`src/rtl/perf_event_counter_bank.sv`:
```
// Performance-monitor bank: free-running cycle counter plus NUM_EVT event counters, frozen on halt
// and read back through a 1-cycle-latency port. Define PERF_SAT_EN to saturate instead of wrapping.
module perf_event_counter_bank #(
    parameter int unsigned NUM_EVT = 6,
    parameter int unsigned CNT_W   = 32,
    parameter int unsigned SEL_W   = 4
) (
    input  logic               clk,
    input  logic               rst,
    input  logic               en,
    input  logic [NUM_EVT-1:0] evt,
    input  logic               halt,
    input  logic               clear,
    input  logic               rd_req,
    input  logic [SEL_W-1:0]   rd_sel,
    output logic               rd_valid,
    output logic [CNT_W-1:0]   rd_data,
    output logic               rd_err,
    output logic               frozen,
    output logic               done,
    output logic [NUM_EVT:0]   ovf
);

    localparam int unsigned NUM_CNT = NUM_EVT + 1;

    typedef enum logic [1:0] {
        IDLE   = 2'd0,
        COUNT  = 2'd1,
        FROZEN = 2'd2
    } stateT;

    stateT              state;
    stateT              nextState;
    logic [CNT_W-1:0]   cnt [NUM_CNT];
    logic [NUM_CNT-1:0] incReq;
    logic [CNT_W-1:0]   rdMux;
    logic               selInRange;

    // Next state: clear beats halt, halt beats en
    always_comb begin
        nextState = state;
        case (state)
            IDLE:    if (en) nextState = COUNT;
            COUNT: begin
                if (halt)     nextState = FROZEN;
                else if (!en) nextState = IDLE;
            end
            FROZEN:  nextState = FROZEN;
            default: nextState = IDLE;
        endcase
        if (clear) nextState = IDLE;
    end

    always_ff @(posedge clk or negedge rst) begin
        if (!rst) begin
            state  <= IDLE;
            frozen <= 1'b0;
            done   <= 1'b0;
        end else begin
            state  <= nextState;
            frozen <= (nextState == FROZEN);
            done   <= (nextState == FROZEN) && (state != FROZEN);
        end
    end

    // Index 0 is the cycle counter, which ticks on every counting cycle
    always_comb begin
        incReq = {evt, 1'b1} & {NUM_CNT{(state == COUNT) && !clear}};
    end

    always_ff @(posedge clk or negedge rst) begin
        if (!rst) begin
            for (int i = 0; i < NUM_CNT; i++) begin
                cnt[i] <= '0;
            end
            ovf <= '0;
        end else begin
            for (int i = 0; i < NUM_CNT; i++) begin
                if (clear) begin
                    cnt[i] <= '0;
                    ovf[i] <= 1'b0;
                end else if (incReq[i]) begin
                    if (&cnt[i]) begin
                        ovf[i] <= 1'b1;
`ifdef PERF_SAT_EN
                        cnt[i] <= cnt[i];
`else
                        cnt[i] <= '0;
`endif
                    end else begin
                        cnt[i] <= cnt[i] + CNT_W'(1);
                    end
                end
            end
        end
    end

    // Read mux sees pre-update values, so a read in a clear cycle returns pre-clear data
    always_comb begin
        rdMux      = '0;
        selInRange = 1'b0;
        for (int i = 0; i < NUM_CNT; i++) begin
            if (rd_sel == SEL_W'(i)) begin
                rdMux      = cnt[i];
                selInRange = 1'b1;
            end
        end
    end

    always_ff @(posedge clk or negedge rst) begin
        if (!rst) begin
            rd_valid <= 1'b0;
            rd_data  <= '0;
            rd_err   <= 1'b0;
        end else if (rd_req) begin
            rd_valid <= 1'b1;
            rd_data  <= rdMux;
            rd_err   <= !selInRange;
        end else begin
            rd_valid <= 1'b0;
            rd_err   <= 1'b0;
        end
    end

endmodule

```
`config.mk`:
```
export PLATFORM = sky130hd
export DESIGN_NAME = perf_event_counter_bank
export DESIGN_NICKNAME = d
export VERILOG_FILES = /design/src/rtl/perf_event_counter_bank.sv
export SDC_FILE = /design/constraint.sdc
export NUM_CORES = 1
export LEC_CHECK = 0
export CAP_MARGIN = 5
export CORE_UTILIZATION = 40
export DETAILED_ROUTE_END_ITERATION = 10
export SETUP_SLACK_MARGIN = 0.5
export SKIP_LAST_GASP = 1
export SLEW_MARGIN = 25
export SYNTH_ARGS = -nofsm -noshare
export SYNTH_HDL_FRONTEND = slang
export SYNTH_SLANG_ARGS = --single-unit
```
`constraint.sdc`:
```
create_clock -name clk -period 4 [get_ports clk]
set_clock_uncertainty 0.2 [all_clocks]
set_input_delay 0.8 -clock clk [delete_from_list [all_inputs] [get_ports clk]]
set_output_delay 0.8 -clock clk [all_outputs]
set_load 0.02 [all_outputs]
```
==> metrics <==
status finished, final reports clean; CP Depth 6; WL final 51.69 mm; crit path DAT 3.39 ns; DR WL/cell 22.98 um; DR pass1 iterations 6; VDD IR max 0.0003215 V; Leakage Power 6.692 nW; Final Max Tran Viols 0; largest family of logic cells by synthesized area simple AND/OR/NAND/NOR gates; number of remaining DRC errors 0; HPWL reported at the end of detailed placement 37.80 mm; Synth Area in Adders 0.5800%; die area 38540 um^2; crit end category flop; setup tns final 0 ns; Peak Freq 318.7 MHz; Core ar. 36870 um^2; Global Route Usage Sum 26.84%; fin crit share 78.43%; mux cell area share after synthesis 2.693%; synth warn 0; Worst EP required 4.25 ns; Synth Register Bits 269; syn_area_per_cell 9.032 um^2; Post-synth EDFFs 0; first-pass GRT wire length 79.01 mm; Period minus WS final 3.137 ns; Placer Congestion 0.9533; Placement Setup Slack 0.4212 ns; pin count of the biggest net entering global routing 80; Initial Util 40.96%; Synth Net Count 1695; critical path startpoint category flop; Rel. slew slack 28.75%; DR iter-0 viols 1657; hold buffer count at cts 0; clock sinks 269; Slowest Stage Delay on Critical Path 0.74 ns; clk_lat worst skew 0.58 ns; WS Path Type reg2reg; sequential area share after synthesis 44.57%; XOR/XNOR share of the synthesized area 8.583%; Congestion Overflow GR 0; ys flop type dfrtp_1; total area of sequential cells 6731 um^2; post-route ant nets 0; Slowest-stage cell, CP or4_1; DR vias/cell 6.097; Layout Utilization 47.35%; routed vias 13710; Distinct cells, synth 72; post-synthesis cell count 1672; complex-gate fraction of the synthesized area 13.82%; CP Max Fanout 25; CP Cell Sequence nand4_4 -> or4_1 -> or4b_4 -> a21oi_4 -> buf_4 -> nor2_1; cts repair resizes 0; CP Buf/Inv Count 1; die height 196.3 um; CTS clk-pin slew, worst paths 0.06 ns; Worst R2R Path Depth 6; Worst Max-Slew Pin Slew 1.059 ns; Worst Slack Setup Final 0.8627 ns; H-tree depth 1; multi-input combinational cell area 7888 um^2; Finish-stage setup viols 0; Simple-Gate Fraction of Synth Area 26.26%; critical path's top delay family simple AND/OR/NAND/NOR gates; CTS tree built; Setup Fix Bufs, Post-CTS 0; Pwr Density 360.1 nW/um^2; max-cap violations 0; I/O pin total 59; # fillers 3522; Longest Clk Path Bufs 3; RSZ-0062 raised after global routing false; IO buf count 58; TritonCTS buffer count 31; Hold WC Path Type in2async; fraction of layout cells with a size suffix above 1 8.085%; synthesized cell area 15100 um^2; area grow syn2layout 15.60%; final layout net count 1743; Site Rows 70; Fin Hold WS 0.02716 ns; vias in the first global route 12730; clock root buffer clkbuf_16; Hold Violations, Final 0; antenna violations before repair 4; FFs w/ async S/R, synth 100.0%; chip width 196.3 um
[cell families (layout without fill, tap and decap cells)]
logic type | count (synthesis) | after routing
xor gates and xnor gates | 148 | 148
muxes | 29 | 29
AOI/OAI and AO/OA | 303 | 303
buffers and inverters | 131 | 203
DFF | 269 | 269
other | 0 | 1
adders and majority gates | 7 | 7
and+or+nand+nor | 785 | 785
[per-stage QoR]
| step | total power [mW] | instances | cell area (um^2) |
|---|---|---|---|
| 2_1_floorplan | 3.040 | 1672 | 15100 |
| 3_3_place_gp | 3.268 | 2191 | 16370 |
| 3_5_place_dp | 3.274 | 2191 | 16370 |
| 4_1_cts | 6.325 | 2248 | 17450 |
| 5_1_grt | 6.462 | 2249 | 17460 |
| 6_report | 6.287 | 2249 | 17460 |
[final timing paths]
path | start | endpoint | slack [ns]
min in group clk | ovf[6]$_DFFE_PN0P_ | ovf[6]$_DFFE_PN0P_ | 0.30
max | cnt[37]$_DFFE_PN0P_ | cnt[46]$_DFFE_PN0P_ | 0.86
min reg2reg | ovf[6]$_DFFE_PN0P_ | ovf[6]$_DFFE_PN0P_ | 0.30
max in group asynchronous | rst | cnt[149]$_DFFE_PN0P_ | 2.73
min | rst | cnt[40]$_DFFE_PN0P_ | 0.03
max reg2reg | cnt[37]$_DFFE_PN0P_ | cnt[46]$_DFFE_PN0P_ | 0.86
[metal layers]
metal	share of wire (%)	wire (um)	GRT usage, %	vias up
met5	0.066	34	0	-
met4	3.7	1916	9.549	6
met3	8.3	4280	4.917	118
met2	45	23030	40.79	620
met1	43	22430	38.17	6738
li1	-	-	-	6230
[sequential cells by signal (all words and copies together), names as in the netlist]
name	count
cnt	224
done	1
frozen	1
ovf	7
rd_data	32
rd_err	1
rd_valid	1
state	2
[power by group]
| group | leakage [nW] | switching (mW) | total, mW | internal [mW] |
|---|---|---|---|---|
| clock network | 0.534 | 1.21 | 3.06 | 1.85 |
| registers | 3.71 | 0.0493 | 2.81 | 2.76 |
| logic | 2.44 | 0.284 | 0.420 | 0.135 |
| total | 6.69 | 1.55 | 6.29 | 4.74 |
[cells in the final DEF (no fill, tap or decap), types with 7 or more instances in the layout]
master,n
o221ai_1,12
a22oi_1,15
a21oi_1,44
and4_1,26
o311ai_0,7
dfrtp_1,269
nor4_1,43
nand2_1,161
nor2_1,232
and2_1,13
nand3_1,81
a31oi_1,55
clkinv_2,8
xor2_1,54
nor2b_1,17
xnor2_1,94
or4_1,7
buf_4,46
o21ai_0,52
a41oi_1,19
clkbuf_16,31
nor3_1,46
nand4_1,66
mux4_2,9
a222oi_1,20
or3_1,10
clkdlybuf4s50_1,55
o22ai_1,12
mux2i_1,17
inv_1,39
nor3b_1,7
a211oi_1,13
ha_1,7
nand4b_1,7
and3_1,28
[cell type report]
class	instances	area share, %
clock inverters	14	1.132
repair buffers	107	5.619
multi-input cells	1272	45.18
diodes	1	0.01433
well taps	504	3.612
flip-flops and latches	269	38.56
clock buffers	43	5.046
inverters	39	0.8385
[Yosys cell counts, types with 9 or more instances]
library cell	number	area, um^2
a211oi_1	13	97.59
or3_1	10	62.56
nand4_1	66	412.9
a41oi_1	19	166.4
o221ai_1	12	105.1
nand3_1	81	405.4
a222oi_1	20	200.2
xor2_1	54	473.0
and4_1	26	227.7
o21ai_0	52	260.3
and2_1	13	81.33
dfrtp_1	269	6731
and3_1	28	175.2
nor4_1	44	275.3
nor3_1	46	230.2
nand2_1	161	604.3
a21oi_1	45	225.2
o22ai_1	12	75.07
nor2b_1	17	106.4
clkbuf_1	78	292.8
mux2i_1	17	170.2
xnor2_1	94	823.3
a31oi_1	57	356.6
a22oi_1	15	112.6
mux4_2	9	202.7
inv_1	39	146.4
nor2_1	233	874.6
Power figures use the tool's default switching activity.
==> RTL edit: new RTL, config.mk and constraints unchanged <==
Make the reset (`rst`) synchronous in 3 clocked blocks.
--- a/src/rtl/perf_event_counter_bank.sv
+++ b/src/rtl/perf_event_counter_bank.sv
@@ -53,3 +53,3 @@
 
-    always_ff @(posedge clk or negedge rst) begin
+    always_ff @(posedge clk) begin
         if (!rst) begin
@@ -70,3 +70,3 @@
 
-    always_ff @(posedge clk or negedge rst) begin
+    always_ff @(posedge clk) begin
         if (!rst) begin
@@ -109,3 +109,3 @@
 
-    always_ff @(posedge clk or negedge rst) begin
+    always_ff @(posedge clk) begin
         if (!rst) begin
Formal check against the unedited RTL: differs if rst is asserted again (counterexample within 4 cycles, from zero or initial values and one cycle with rst low); with rst held inactive, the same outputs for 4 cycles.
==> RTL edit against the original RTL <==
Synthesized cell count down 8.8%; power up 7.1%; wire length down 7.2%; worst setup slack better by 200 ps; sequential cell count unchanged; critical endpoint is now rd_data[25]; synthesized area up 0.70%; highest routed layer unchanged; cell area down 0.28%; register-to-register slack better by 280 ps; largest power group is now registers.
==> RTL edit: results <==
setup_path:
  cp_slowest_cell: "and3_1"
  r2r_setup_slack_ps: 1140
  r2r-end: "cnt[1][3]"
  critPathArrivalTime_ps: 3170
  ff2ff_path_depth: 7
  timing.rr.start: "cnt[1][0]"
  startpoint: "rd_sel[3]"
  crit_end: "rd_data[25]"
  critPathMaxStageDelay_ps: 790
cts:
  clk_latency_ps: 530
  cts_htree_levels: 2
  clockBufferDepth: 3
  numCtsBuffers: 34
cells_and_area:
  final_nets: 1589
power_and_ir_drop:
  irDropWorstVdd_v: 0.000218
  cellLeakagePower_nw: 5.72
route:
  wl_per_cell_um: 22.8
  wl_met1_mm: 20.4
  drt-pass1-iter-count: 7
  wl_met3_mm: 4.14
  drt_iter0_markers: 1476
  wl_mm: 48.0
  dr_wl_met2_mm: 21.0
  detail_route.vias_per_cell: 5.89
worst_hold_path:
  hp-class: "reg -> reg"
logic_synthesis:
  synthMuxAreaShare: 0.00592
  synth_edf_count: 224
  synth_common_cells: "nor2_1, edfxtp_1, xor2_1, nand2_1, nand3_1"
  avgSynthCellArea_um2: 9.97
  synth-async-reset-ratio: 0
  synth_cell_type_count: 60
  synthXorXnorAreaFrac: 0.117
  synthTopCellsByArea: "edfxtp_1, xor2_1, nor2_1, dfxtp_1, nand3_1"
  synth_compound_area_frac: 0.0969
  synthAdderAreaFrac: 0.00576
  syn_nets: 1548
  yosysSeqAreaShare: 0.502
outcome:
  status: "finished clean"
placed_design:
  post-place-cells: 2041
  gp_congestion: 1.01
  dp_hpwl_mm: 34.9
  dpl_cell_area_um2: 16400
  post-place-ws_ps: 639
  port_buffers: 58
sta:
  hold_ws_ps: 264
  maxSlewHeadroom: 0.393
  fmax_mhz: 341
grt:
  grt_max_degree: 53
  grt.met3_usage: 0.0510
  met1_usage: 0.339
  grt_pass1_wl_mm: 72.0
  antenna_found_initial: 1
  grt_pass1_vias: 11600
  groute.usage.overall: 0.247
-- RTL edit: changes by cell type after synthesis, moves of 49 or more --
cell | before | now
a31oi_1 | 57 | 3
dfrtp_1 | 269 | 0
edfxtp_1 | 0 | 224
nand2_1 | 161 | 112
nor2_1 | 233 | 291
xor2_1 | 54 | 146
-- RTL edit: layout make-up --
cell class,instances,area (µm²)
Clock buffer,48,945
Clock inverter,13,83.8
Multi-Input combinational cell,1151,7210
Timing Repair Buffer,92,831
Antenna cell,1,2.50
Fill cell,3534,20200
Sequential cell,269,7630
Tap cell,511,639
Inverter,18,67.6
-- RTL edit: where the power goes --
| part | internal (mW) | leakage, nW | switching, mW | total, mW |
|---|---|---|---|---|
| sequential | 3.17 | 2.87 | 0.239 | 3.40 |
| combinational | 0.171 | 2.35 | 0.248 | 0.419 |
| clock | 1.71 | 0.502 | 1.20 | 2.91 |
| total | 5.04 | 5.72 | 1.69 | 6.73 |
